`config.mk`:
```
export PLATFORM = sky130hd
export DESIGN_NAME = score_counter
export DESIGN_NICKNAME = d
export VERILOG_FILES = /design/src/rtl/score_counter.sv
export SDC_FILE = /design/constraint.sdc
export NUM_CORES = 1
export LEC_CHECK = 0
export CAP_MARGIN = 20
export CORE_AREA = 8 8 85 87
export CTS_CLUSTER_DIAMETER = 150
export DETAILED_ROUTE_END_ITERATION = 10
export DIE_AREA = 0 0 93 95
export HOLD_SLACK_MARGIN = 0.02
export MAX_ROUTING_LAYER = met4
export PLACE_DENSITY = 0.68
export SETUP_SLACK_MARGIN = 0.02
export SYNTH_ARGS = -nofsm -noshare
export SYNTH_HDL_FRONTEND = slang
export SYNTH_SLANG_ARGS = --single-unit
```
`constraint.sdc`:
```
create_clock -name clk -period 3.03 [get_ports clk]
set_clock_uncertainty 0.15 [all_clocks]
set_input_delay 0.4545 -clock clk [delete_from_list [all_inputs] [get_ports clk]]
set_output_delay 0.4545 -clock clk [all_outputs]
set_load 0.05 [all_outputs]
```
`src/rtl/score_counter.sv`:
```
// Game score counter: packed-BCD score advanced by frame ticks while running,
// with a session high score and a pulse on every 100-point milestone.
module score_counter #(
    parameter int unsigned TICKS_PER_POINT = 6
) (
    input  logic        clk,
    input  logic        rst,
    input  logic        i_frame_tick,
    input  logic        i_start,
    input  logic        i_collide,
    output logic [15:0] o_score,
    output logic [15:0] o_hi_score,
    output logic        o_running,
    output logic        o_game_over,
    output logic        o_milestone
);

    typedef enum logic [1:0] {
        IDLE = 2'd0,
        RUN  = 2'd1,
        OVER = 2'd2
    } state_e;

    localparam logic [5:0] DIV_LAST = 6'(TICKS_PER_POINT - 1);

    state_e      state_q, state_d;
    logic [5:0]  div_q, div_d;
    logic [15:0] score_q, score_d, score_inc;
    logic [15:0] hi_q, hi_d;
    logic        ms_q, ms_d;
    logic        running_q, running_d;
    logic        over_q, over_d;
    logic        carry;
    logic        saturated;

    assign saturated = (score_q == 16'h9999);

    // Ripple a +1 through the four BCD digits in a single cycle.
    always_comb begin
        score_inc = score_q;
        carry     = 1'b1;
        for (int i = 0; i < 4; i++) begin
            if (carry) begin
                if (score_q[4*i +: 4] == 4'd9) begin
                    score_inc[4*i +: 4] = 4'd0;
                end else begin
                    score_inc[4*i +: 4] = score_q[4*i +: 4] + 4'd1;
                    carry               = 1'b0;
                end
            end
        end
    end

    // State register and datapath registers.
    always_ff @(posedge clk) begin
        if (rst) begin
            state_q   <= IDLE;
            div_q     <= '0;
            score_q   <= '0;
            hi_q      <= '0;
            ms_q      <= 1'b0;
            running_q <= 1'b0;
            over_q    <= 1'b0;
        end else begin
            // NOTE: sequential state uses non-blocking assignments so every
            // register samples the pre-edge values of the others.
            state_q   <= state_d;
            div_q     <= div_d;
            score_q   <= score_d;
            hi_q      <= hi_d;
            ms_q      <= ms_d;
            running_q <= running_d;
            over_q    <= over_d;
        end
    end

    // Next-state and datapath logic. Collide takes priority over a point.
    always_comb begin
        // NOTE: every signal gets a default first so no path infers a latch.
        state_d = state_q;
        div_d   = div_q;
        score_d = score_q;
        hi_d    = hi_q;
        ms_d    = 1'b0;
        unique case (state_q)
            IDLE, OVER: begin
                if (i_start) begin
                    state_d = RUN;
                    div_d   = '0;
                    score_d = '0;
                end
            end
            RUN: begin
                if (i_collide) begin
                    state_d = OVER;
                    if (score_q > hi_q) hi_d = score_q;
                end else if (i_frame_tick) begin
                    if (div_q == DIV_LAST) begin
                        div_d = '0;
                        if (!saturated) begin
                            score_d = score_inc;
                            ms_d    = (score_inc[7:0] == 8'h00);
                        end
                    end else begin
                        div_d = div_q + 6'd1;
                    end
                end
            end
            default: state_d = IDLE;
        endcase
    end

    // Output decode of the next state, registered alongside it.
    always_comb begin
        running_d = (state_d == RUN);
        over_d    = (state_d == OVER);
    end

    assign o_score     = score_q;
    assign o_hi_score  = hi_q;
    assign o_running   = running_q;
    assign o_game_over = over_q;
    assign o_milestone = ms_q;

endmodule

```
==> impl_results.md <==
- Antenna Nets Post-Route: 0
- Avg Inst Size Synth: 8.47 sq um
- Leading area contributor after synthesis: dfxtp_1
- CTS-repair resized insts: 0
- Via/cell ratio: approximately 5.3
- Finished Core Util: 54.8%
- CTS tree: yes
- Placed Area: around 3100 sq um
- Slew margin rel.: a little over half
- Max-slew violations: 0
- Syn nets: between 300 and 400
- Worst vdd ir: roughly 0.27 mV
- Fin nets: 381
- Post-synthesis async set-or-reset flop share: 0%
- Tcrit/Tclk final: about 86%
- Leak: 1.15 nW
- Largest net degree at the start of global routing: 19
- Total via count in the routed design: 2253
- Status: finished clean
- Die area: roughly 9000 sq um
- Setup TNS: 0 ps
- Routability cong.: roughly 0.82
- Num ports: 40
- Clk sink count: 43
- Post CTS Setup Buffer Count: 0
- CP max-delay cell: nor4_1
- Critical path endpoint category: register
- DP Cell Count: 420
- N_diodes: 0
- Commonest cells in the netlist: dfxtp_1 (43), nand2b_1 (35), a21oi_1 (27), ha_1 (24), inv_1 (23)
- Met3 GRT Util: 3.49%
- DIE WIDTH: around 93 um
- I/O Buffers: 39
- CP top delay family: simple AND/OR/NAND/NOR gates
- Cell variety after synth: 49
- Crit path required time: between 3000 and 4000 ps
- Achievable Freq: 0.382 GHz
- Wirelength, routed: 5.95 mm
- Initial antenna violation count: 0
- Internal reg-to-reg setup slack: just over 400 ps
- GR Layer Usage met2: between 20% and 30%
- Synth top area cells: dfxtp_1 (33%), ha_1 (12%), nand2b_1 (8.5%)
- Worst slew pin tran: approximately 700 ps
- First drt pass iteration count: 4
- Hpwl dp: between 4 and 5 mm
- Die height: 95 um
- Num rows: 28
- Worst setup SP type: register
- Yosys top cell area share: about a third
- TritonCTS Buffers: 5
- Arrival time worst endpoint: ~2700 ps
- CP Max Fanout: 12
- PwrDens: about 330 nW/um^2
- Clock root cell: clkbuf_8
- DRC viols: 0
- Total power: between 0.001 and 0.0015 W
- Slowest stage delay, CP: around 430 ps
- Buf/Inv on CP: 2
- Yosys reg bits: 43
- GR Layer Usage met1: a little under a fifth
- Total GRT Usage: 14.5%
- Critical path class: register to register
- Vias in the first global route: 2129
- Layout cell share with drive strength beyond 1: under 10%
- EDFF count, synth: 0
- Initial DRC Count: 136
- Synthesis-to-finish area growth: 23.0%
- First-pass GRT wire length: ~10 mm
- Post-synthesis sequential area ratio: between 30% and 40%
- # hold bufs at CTS: 0
- Clk slew on worst S/H paths: 80 ps
- Critical-path cell list: inv_1 > ha_1 > nand4_1 > nor4_1 > a21boi_0 > o31a_1 > buf_4 > mux2i_1
- CTS H-tree lvls: 2
- GR peak layer: met2
- Starting Density: between 40 and 50%
- RSZ-0062 raised after global routing: no
- Post-Syn Instances: 306
- Clk Latency, worst-skew pair: approximately 290 ps
- Gr ovfl total: 0
- Setup Viol. Count Final: 0
- Clock Path Buffers: 2
- Final hold vios: 0
- Post-DR wirelength/cell: between 10 and 15 um
- Max-Cap Viols: 0
- Post-Syn Area: 2590 sq um
- Core Footprint: ~5800 sq um
- Most common cell in the netlist: dfxtp_1
- Fin crit period: ~2600 ps
- Yosys synthesis warning count: 0
- Synth Flop Type: dfxtp_1
- Design area: about 3200 sq um
- Non-filler instance count after layout: 426
- Class of the worst hold path: register to register
==> registers in the layout (all words and copies together) (netlist names) <==
| register | flops |
|---|---|
| o_hi_score | 16 |
| o_score | 16 |
| div_q | 6 |
| o_game_over | 1 |
| state_q | 2 |
| o_milestone | 1 |
| o_running | 1 |
==> cell families (layout without fill, tap and decap cells) <==
logic type / count (synthesis) / in the layout / share of synthesized area, %
compound gates: 57 / 57 / 13.6
xor+xnor: 6 / 6 / 2.03
fa+ha+maj: 24 / 24 / 11.6
buf+inv: 39 / 84 / 6.42
flops: 43 / 43 / 33.2
mux: 16 / 16 / 6.18
simple gates: 121 / 121 / 26.9
==> path summary, 6_finish.rpt <==
kind,start,end,depth (start not counted)
worst max register to register,o_hi_score[14],o_hi_score[12],8
worst min-delay path,o_hi_score[7],o_hi_score[7],2
worst max-delay path,o_hi_score[14],o_hi_score[12],8
worst min register to register,o_hi_score[7],o_hi_score[7],2
==> worst reg2reg max path: stages, from the launching register on <==
cell and delay (ps):
dfxtp_1 350, inv_1 50, ha_1 310, nand4_1 180
nor4_1 430, a21boi_0 370, o31a_1 230, buf_4 260
mux2i_1 220
==> report_power, final <==
group,internal [W],leakage (nW),total (W),switching [W]
sequential,0.000572,0.347,0.000576,0.00000456
combinational,0.0000621,0.769,0.000155,0.0000924
clock,0.000154,0.0371,0.000337,0.000183
==> metrics by stage <==
stage	setup WS [ps]	hold WS, ps
2_1_floorplan	216	324
3_3_place_gp	285	323
3_5_place_dp	223	331
4_1_cts	363	342
5_1_grt	172	355
6_report	415	342
==> placed cells by master (no fill, tap or decap), types with 2 or more instances in the layout <==
master and count:
a21o_1 3, a21oi_1 27, and2_1 2, and3_1 2
buf_4 16, clkbuf_8 5, clkdlybuf4s50_1 39, dfxtp_1 43
ha_1 24, inv_1 23, mux2i_1 16, nand2_1 16
nand2b_1 35, nand3_1 10, nand3b_1 3, nand4_1 4
nor2_1 18, nor2b_1 2, nor3_1 6, nor4_1 4
o211ai_1 2, o21ai_0 11, o2bb2ai_1 3, or3_1 5
or4_1 5, xnor2_1 2, xor2_1 4
==> layout make-up <==
type,instances,area (sq um)
fill,556,2630
multi-input combinational,224,1560
sequential,43,861
timing repair buffer,55,510
tap,75,93.8
inverter,23,86.3
clock buffer,6,72.6
==> per-layer routing <==
layer	up-vias	part of all wire [%]	routed length [um]
met5	-	0	0
met4	0	0.62	37
met3	4	4.7	280
met2	34	45	2660
met1	1050	50	2980
li1	1165	-	-
Power figures use the tool's default switching activity.
==> RTL edit: new RTL, config.mk and constraints unchanged <==
Register the inputs `i_frame_tick`, `i_start` and `i_collide` before use, without a reset. The logic sees them one clock later.
--- a/src/rtl/score_counter.sv
+++ b/src/rtl/score_counter.sv
@@ -22,6 +22,16 @@
     } state_e;
 
     localparam logic [5:0] DIV_LAST = 6'(TICKS_PER_POINT - 1);
+
+    logic i_frame_tick_q;
+    logic i_start_q;
+    logic i_collide_q;
+
+    always_ff @(posedge clk) begin
+        i_frame_tick_q <= i_frame_tick;
+        i_start_q      <= i_start;
+        i_collide_q    <= i_collide;
+    end
 
     state_e      state_q, state_d;
     logic [5:0]  div_q, div_d;
@@ -84,17 +94,17 @@
         ms_d    = 1'b0;
         unique case (state_q)
             IDLE, OVER: begin
-                if (i_start) begin
+                if (i_start_q) begin
                     state_d = RUN;
                     div_d   = '0;
                     score_d = '0;
                 end
             end
             RUN: begin
-                if (i_collide) begin
+                if (i_collide_q) begin
                     state_d = OVER;
                     if (score_q > hi_q) hi_d = score_q;
-                end else if (i_frame_tick) begin
+                end else if (i_frame_tick_q) begin
                     if (div_q == DIV_LAST) begin
                         div_d = '0;
                         if (!saturated) begin
Check against the original RTL: not equivalent (a bounded check fails within 4 cycles, from zero or initial values and one cycle with rst high).
==> RTL edit against the unedited design <==
  * Sequential cell count grew 3
  * Die area unchanged
  * Setup slack got worse by 100 ps
  * Total power up 22%
  * Synthesized area grew 2.4%
  * Largest power group unchanged
  * Maximum frequency shrank 3.8%
  * Wire length increased by 2.9%
  * Sequential share of layout area up 1.2 points
  * Highest routed layer unchanged
  * Final area is 2.5% higher
==> RTL edit: results (changes against the unedited design) <==
Parameter                              Value

GRT
  Global-route usage over all layers ... 0.148 (+0.00310)
  Pin count of the biggest net entering global routing ... 26 (+7)
  Number of global-route vias before repair ... 2203 (+3.5%)
  First-pass GRT wire length ... 10400 µm (+1.0%)

Placed design
  Instance area after placement ... 3120 µm² (+0.28%)
  Total instance count after detailed placement ... 423 (+0.71%)
  Post-DP HPWL ... 4630 µm (+1.8%)
  Placement-stage worst setup slack ... 302 ps (+78.4 ps)
  Routability-driven placement congestion ratio ... 0.862 (+5.0%)

Clock network
  Clock latency at the later pin of the worst-skew pair ... 310 ps (+20 ps)

Layout
  Non-filler instance count after layout ... 431 (+1.2%)
  Final Net Count ... 384 (+0.79%)
  Proportion of layout cells with a drive suffix above 1 ... 0.0618 (-0.0123)

Power
  Static leakage ... 1.24 nW (+7.8%)
  Switching power total ... 0.000300 W (+7.2%)
  Maximum vdd ir drop ... 0.000278 V (+4.0%)

Synth
  Mean instance size in the synthesized netlist ... 8.48 µm² (+0.12%)
  Number of distinct library cells after synthesis ... 52 (+6.1%)
  Register area share after synthesis ... 0.347 (+0.0148)
  Area contributors post-synth ... sky130_fd_sc_hd__dfxtp_1 (35%), sky130_fd_sc_hd__ha_1 (11%), sky130_fd_sc_hd__mux2i_1 (6.4%)
  Nets in the synthesized netlist ... 342 (+2.1%)
  Synth cell count leaders ... sky130_fd_sc_hd__dfxtp_1 (46), sky130_fd_sc_hd__nand2_1 (43), sky130_fd_sc_hd__inv_1 (26)

Setup path
  Largest stage delay, worst path ... 730 ps (+300 ps)
  Cell type of the slowest stage on the worst timing path ... sky130_fd_sc_hd__o31a_1
  Arrival @ worst endpoint ... 2800 ps (+120 ps)
  Critical path's top delay family ... compound AO/OA/AOI/OAI gates
  CP max FO ... 13 (+1)

Status
  Run status ... finished, final reports clean

STA
  Achievable clock frequency ... 0.368 GHz (-3.8%)
  Least-Margin Pin Slew ... 846 ps (+137 ps)

Drt
  Per-cell routed wire length ... 14.2 µm (+1.7%)
  First-pass DRT Iterations ... 4 (unchanged)
  Via total after detailed routing ... 2316 (+2.8%)
==> RTL edit: cell types whose count changed after synthesis, sizes merged, moves of 4 or more <==
cell / delta
nand2: +27
o31ai: +4
nor2b: +4
nand2b: -29
o21ai: +4
==> RTL edit: final cells by class <==
type,instances,area [µm²]
clock buffers,6,82.6
clock inverters,2,60.1
fillers,556,2550
inverters,26,97.6
multi-input cells,230,1570
flip-flops and latches,46,921
well taps,75,93.8
repair buffers,46,443
==> RTL edit: path summary, 6_finish.rpt <==
check                                   start             end  slack [ps]  cells after the start
worst max-delay path              o_score[14]  o_hi_score[11]         310                      6
worst min register to register  o_hi_score[6]   o_hi_score[6]         330                      2
worst min-delay path            o_hi_score[6]   o_hi_score[6]         330                      2
worst max register to register    o_score[14]  o_hi_score[11]         310                      6
==> RTL edit: power by group through the flow <==
stage / Clock [W] / Sequential (W) / Combinational, W
after global placement: 0 / 0.000634 / 0.000119
after floorplan: 0 / 0.000648 / 0.0000716
after global routing: 0.000603 / 0.000622 / 0.000133
after detailed placement: 0 / 0.000634 / 0.000121
after CTS: 0.000579 / 0.000620 / 0.000121
final: 0.000566 / 0.000620 / 0.000121
==> RTL edit: cell families (layout without fill, tap and decap cells) <==
logic type | count (synthesis) | in the layout | synth area share
AOI/OAI and AO/OA | 64 | 64 | 0.152
xor gates and xnor gates | 4 | 4 | 0.0132
adders and majority gates | 24 | 24 | 0.113
buffers and inverters | 37 | 80 | 0.0618
DFF | 46 | 46 | 0.347
muxes | 19 | 19 | 0.0740
and+or+nand+nor | 119 | 119 | 0.239
==> RTL edit: routing by layer <==
metal	up-vias	part of all wire	track usage
met2	54	0.45	0.230
li1	1193	-	-
met4	0	0.019	0.0564
met5	-	0	-
met1	1057	0.48	0.181
met3	12	0.052	0.0357
